`config.mk`:
```
export PLATFORM = sky130hd
export DESIGN_NAME = mips_dmem
export DESIGN_NICKNAME = d
export VERILOG_FILES = /design/src/rtl/mips_dmem.sv
export SDC_FILE = /design/constraint.sdc
export NUM_CORES = 2
export LEC_CHECK = 0
export CAP_MARGIN = 20
export CORE_MARGIN = 1
export CORE_UTILIZATION = 25
export CTS_BUF_LIST = sky130_fd_sc_hd__clkbuf_8
export DETAILED_ROUTE_END_ITERATION = 10
export DONT_BUFFER_PORTS = 1
export PLACE_DENSITY_LB_ADDON = 0.05
export SLEW_MARGIN = 20
export SYNTH_ARGS = -nofsm -noshare
export SYNTH_HDL_FRONTEND = slang
export SYNTH_SLANG_ARGS = --single-unit
```
`constraint.sdc`:
```
create_clock -name DM_CLK -period 5.5 [get_ports DM_CLK]
set_clock_uncertainty 0.2 [all_clocks]
set_input_delay 0.55 -clock DM_CLK [delete_from_list [all_inputs] [get_ports DM_CLK]]
set_output_delay 0.55 -clock DM_CLK [all_outputs]
set_load 0.05 [all_outputs]
```
`src/rtl/mips_dmem.sv`:
```
// mips_dmem: data-memory responder for the DM port of the mips core.
// Holds MEM_WORDS 32-bit words, answers reads one cycle after the address,
// polices the byte window and zero-fills the array after every reset.
// Optional build macro: MIPS_DMEM_BYTE_EN adds DM_BE[3:0] byte-lane enables.
module mips_dmem #(
  parameter int MEM_WORDS = 64,
  parameter int CNT_W     = 16
) (
  input  logic             DM_CLK,
  input  logic             Z_R,
  input  logic             DM_WE,
  input  logic [31:0]      DM_ADDR,
  input  logic [31:0]      DM_WR_DATA,
`ifdef MIPS_DMEM_BYTE_EN
  input  logic [3:0]       DM_BE,
`endif
  output logic [31:0]      DM_RD_DATA,
  output logic             DM_READY,
  output logic             DM_ERR,
  input  logic             ERR_CLR,
  output logic [CNT_W-1:0] RD_CNT,
  output logic [CNT_W-1:0] WR_CNT
);

  localparam int            AW        = $clog2(MEM_WORDS);
  localparam logic [31:0]   WIN_BYTES = 32'(4 * MEM_WORDS);
  localparam logic [AW-1:0] LAST_IDX  = AW'(MEM_WORDS - 1);

  typedef enum logic {ST_INIT, ST_RUN} state_t;

  state_t            state_reg, state_next;
  logic [AW-1:0]     sweep_idx_reg, sweep_idx_next;
  logic [31:0]       rd_data_reg;
  logic              err_reg;
  logic [CNT_W-1:0]  rd_cnt_reg, wr_cnt_reg;

  logic [31:0]       mem [MEM_WORDS];

  logic              run;
  logic              in_win;
  logic              aligned;
  logic [AW-1:0]     word_idx;
  logic [3:0]        be_eff;
  logic [31:0]       merged_word;
  logic              wr_accept;
  logic              rd_accept;
  logic              err_set;
  logic              mem_we;
  logic [AW-1:0]     mem_waddr;
  logic [31:0]       mem_wdata;

  // Address decode: low two bits select a byte and are ignored on reads.
  assign run      = (state_reg == ST_RUN);
  assign in_win   = (DM_ADDR < WIN_BYTES);
  assign aligned  = (DM_ADDR[1:0] == 2'b00);
  assign word_idx = DM_ADDR[AW+1:2];

`ifdef MIPS_DMEM_BYTE_EN
  assign be_eff = DM_BE;
`else
  // Without lane enables every accepted write covers the whole word.
  assign be_eff = 4'hF;
`endif

  // Merge new lanes over the stored word; this is also the write-first read value.
  genvar gi;
  generate
    for (gi = 0; gi < 4; gi++) begin : g_lane
      assign merged_word[8*gi +: 8] = be_eff[gi] ? DM_WR_DATA[8*gi +: 8]
                                                 : mem[word_idx][8*gi +: 8];
    end
  endgenerate

  // A write is legal only in RUN, inside the window, word aligned, with a lane enabled.
  assign wr_accept = run && DM_WE && in_win && aligned && (be_eff != 4'h0);
  assign rd_accept = run && !DM_WE && in_win;
  assign err_set   = DM_WE && !wr_accept;

  // FSM state register and sweep index.
  always_ff @(posedge DM_CLK or negedge Z_R) begin
    if (!Z_R) begin
      state_reg     <= ST_INIT;
      sweep_idx_reg <= '0;
    end else begin
      state_reg     <= state_next;
      sweep_idx_reg <= sweep_idx_next;
    end
  end

  // Next state: sweep every word once, then stay in RUN until reset.
  always_comb begin
    state_next     = state_reg;
    sweep_idx_next = sweep_idx_reg;
    if (state_reg == ST_INIT) begin
      sweep_idx_next = sweep_idx_reg + 1'b1;
      if (sweep_idx_reg == LAST_IDX) begin
        state_next = ST_RUN;
      end
    end
  end

  // Single write port shared between the zero-fill sweep and core writes.
  always_comb begin
    mem_we    = wr_accept;
    mem_waddr = word_idx;
    mem_wdata = merged_word;
    if (state_reg == ST_INIT) begin
      mem_we    = 1'b1;
      mem_waddr = sweep_idx_reg;
      mem_wdata = '0;
    end
  end

  // Memory array write (no reset so it maps onto block RAM).
  always_ff @(posedge DM_CLK) begin
    if (mem_we) begin
      mem[mem_waddr] <= mem_wdata;
    end
  end

  // Registered read data: write-first on accepted writes, all-ones outside the window.
  always_ff @(posedge DM_CLK or negedge Z_R) begin
    if (!Z_R) begin
      rd_data_reg <= '0;
    end else if (wr_accept) begin
      rd_data_reg <= merged_word;
    end else if (run && !DM_WE) begin
      rd_data_reg <= in_win ? mem[word_idx] : 32'hFFFF_FFFF;
    end
  end

  // Sticky error flag; a new error wins over a simultaneous clear.
  always_ff @(posedge DM_CLK or negedge Z_R) begin
    if (!Z_R) begin
      err_reg <= 1'b0;
    end else if (err_set) begin
      err_reg <= 1'b1;
    end else if (ERR_CLR) begin
      err_reg <= 1'b0;
    end
  end

  // Saturating access counters.
  always_ff @(posedge DM_CLK or negedge Z_R) begin
    if (!Z_R) begin
      rd_cnt_reg <= '0;
      wr_cnt_reg <= '0;
    end else begin
      if (rd_accept && (rd_cnt_reg != '1)) begin
        rd_cnt_reg <= rd_cnt_reg + 1'b1;
      end
      if (wr_accept && (wr_cnt_reg != '1)) begin
        wr_cnt_reg <= wr_cnt_reg + 1'b1;
      end
    end
  end

  assign DM_RD_DATA = rd_data_reg;
  assign DM_READY   = run;
  assign DM_ERR     = err_reg;
  assign RD_CNT     = rd_cnt_reg;
  assign WR_CNT     = wr_cnt_reg;

endmodule

```
==> out/qor.txt <==
crit path DAT: 5370 ps
Net Count, Synth: 4036
Yosys reg bits: 2120
synthesis-to-finish area growth: 17.63%
final worst slack: 873.8 ps
EDFF count, synth: 2048
cts bufs inserted: 391
DRT Wirelength: 305.1 mm
commonest cells after routing, fill and taps aside: 2048 x edfxtp_1, 443 x mux4_2, 411 x clkbuf_8, 172 x buf_4, 164 x nand2_1
Tightest Hold Check Type: in -> reg
Crit-path slowest cell: o32ai_1
DRT met1 WL: 136.5 mm
metal2 WL: 146.5 mm
Worst-Margin Slew: 1251 ps
DRT Pass-1 Iters: 7
largest family of logic cells by synthesized area: multiplexers
reg2reg start: DM_READY$_DFF_PN0_
setup violators final: 0
Reg2Reg Depth: 7
post-CTS sizing: 0
syn avg cell area: 20.79 um2
Max-cap violations: 0
Worst setup startpoint: DM_ADDR[3]
Max VDD drop: 0.0001466 V
worst hold slack: 149.2 ps
effective utilization at floorplan: 25.15%
PD cells: 331.4 mW/mm2
routability cong.: 0.7586
Largest Register: mem
Final Power: 0.03213 W
Adder-Cell Fraction of Synth Area: 0.04554%
final hold violations: 0
Fmax: 0.2162 GHz
pre-CTS setup slack: 891.5 ps
clock sinks: 2120
largest net degree at the start of global routing: 697
initial antenna violation count: 56
critical path startpoint category: input port
vias per cell: 4.691
1st-iter DRT viols: 3734
mux cell area share after synthesis: 14.01%
CP endpoint: DM_RD_DATA[4]$_DFFE_PN0P_
Post-Synth XOR/XNOR Area: 0.3613%
max_slew headroom: 16.34%
Compound-Gate Fraction of Synth Area: 3.985%
max reg flops: 2048
endpoint type of the worst setup path: flop
reg-to-reg endpoint: DM_RD_DATA[16]$_DFFE_PN0P_
Max Fanout on Critical Path: 115
fin crit share: 84.11%
outcome: complete, no violations
Hold-fix buffers, CTS: 99
Die H: 576.2 um
Max Root-Sink Buffers: 4
Met3 Routed Length: 13.92 mm
total gr overflow: 0
most common cell after layout, fill and taps aside: edfxtp_1
root buf cell: clkbuf_8
sequential share of the synthesized area: 76.80%
asr flop ratio synth: 3.396%
core area: 0.3277 mm2
CTS H-Tree Depth: 5
Horiz. Die Dim: 576.2 um
vias in the first global route: 44.24k
first-pass GRT wire length: 409.8 mm
Post-CTS Setup Inserts: 0
vias post-DR: 42.50k
CP required: 6240 ps
synth unique cells: 49
Final Cell Area: 0.09695 mm2
Primary FF master, synth: edfxtp_1
Leak Pwr: 25.11 nW
die area: 0.3320 mm2
Switch Pwr: 0.007452 W
# IOs: 134
Storage cell area: 0.06330 mm2
r2r setup slk: 990 ps
clock network power share: 42.8%
max layer used: met5
share of layout cells above drive strength 1: 28.42%
hpwl dp: 178.2 mm
post-synthesis cell count: 3965
TNS Setup: 0 ps
GRT Overall Usage: 18.18%
synth warn: 0
Internal: 0.02468 W
clk slew on worst S/H paths: 80 ps
combinational share of power: 2.9%
CP dominant cell by count: buf_16
CP Class: in -> reg
min Tclk post-route: 4626 ps
Final ANT Viol Nets: 0
WL/cell: 33.68 um
Sw Share: 23.19%
DP Area: 0.08876 mm2
ordered cell list for the critical path: buf_16 -> buf_16 -> buf_16 -> mux4_2 -> nand2_1 -> a21oi_1 -> o32ai_1 -> a211oi_1 -> dlygate4sd3_1
crit-path max cell delay: 1160 ps
synthesized area: 0.08242 mm2
num rows: 210
fraction of the mapped netlist area in simple logic gates: 3.129%
CTS tree: built
Fillers: 31.90k
multi-input logic area: 0.01848 mm2
Worst-Skew Late Latency: 1080 ps
IO buf count: 0
Reg power frac: 54.3%
RSZ-0062 raised after global routing: no
DRC Markers: 0
Max Transition Viols Final: 0
Layout Nets: 4482
Yosys cell counts, types with 30 or more instances:
master / instances / area (um2)
nor2b_1: 88 / 550.5
xnor2_1: 32 / 280.3
mux4_2: 443 / 9977
mux2_2: 112 / 1261
edfxtp_1: 2048 / 61500
o22ai_1: 52 / 325.3
and2_1: 43 / 269.0
a211oi_1: 104 / 780.8
o221ai_1: 32 / 280.3
buf_4: 35 / 262.8
a22oi_1: 80 / 600.6
a21oi_1: 54 / 270.3
clkbuf_1: 89 / 334.1
o32ai_1: 34 / 297.8
buf_6: 30 / 337.8
mux2i_1: 31 / 310.3
nand2_1: 166 / 623.1
buf_2: 72 / 360.4
nand3_1: 32 / 160.2
nor2_1: 123 / 461.7
dfrtp_1: 72 / 1802
o31ai_1: 32 / 240.2
metal layers:
layer,global-route usage (%),vias up
met4,4.555,4
met2,29.90,1210
li1,-,17570
met1,24.98,23280
met5,0,-
met3,2.933,438
kinds of logic after synthesis:
| kind of cell | Yosys count |
|---|---|
| fa+ha+maj | 3 |
| simple gates | 533 |
| xor+xnor | 34 |
| compound gates | 443 |
| flops | 2120 |
| buf+inv | 246 |
| mux | 586 |
worst min-delay path by stage:
stage	from	to	slack, ps	depth (start not counted)
floorplan	Z_R	DM_ERR$_DFFE_PN0P_	50	0
global placement	Z_R	RD_CNT[12]$_DFFE_PN0P_	60	0
detailed placement	Z_R	RD_CNT[12]$_DFFE_PN0P_	60	0
CTS	DM_ADDR[4]	DM_RD_DATA[25]$_DFFE_PN0P_	2	3
global route	DM_ADDR[4]	DM_RD_DATA[25]$_DFFE_PN0P_	80	3
finish	DM_ADDR[6]	mem[45][10]$_DFFE_PP_	150	5
power groups by stage:
stage                     combinational (W)  sequential, W  clock (W)
after CTS                          0.000707         0.0174     0.0143
after detailed placement           0.000648         0.0178          0
final                              0.000932         0.0174     0.0138
after global placement             0.000649         0.0178          0
after floorplan                    0.000532         0.0178          0
after global routing               0.000984         0.0174     0.0149
critical path: cells and delay by family:
| kind | cells | cell delay, ps |
|---|---|---|
| buf+inv | 4 | 2200 |
| compound gates | 3 | 1640 |
| mux | 1 | 420 |
| simple gates | 1 | 80 |
metrics by stage:
step	instances	utilization, %
detailed placement	8254	27.09
global placement	8250	27.07
finish	9059	29.59
global route	9049	29.58
floorplan	3965	-
CTS	9032	29.49
final cells by class:
| cell class | count | area share, % |
|---|---|---|
| Inverter | 5 | 0.02452 |
| Clock inverter | 268 | 1.204 |
| Clock buffer | 411 | 5.835 |
| Timing Repair Buffer | 294 | 2.931 |
| Multi-Input combinational cell | 1599 | 19.06 |
| Tap cell | 4346 | 5.609 |
| Sequential cell | 2120 | 65.30 |
| Antenna cell | 16 | 0.04130 |
(Power assumes the default switching activity.)
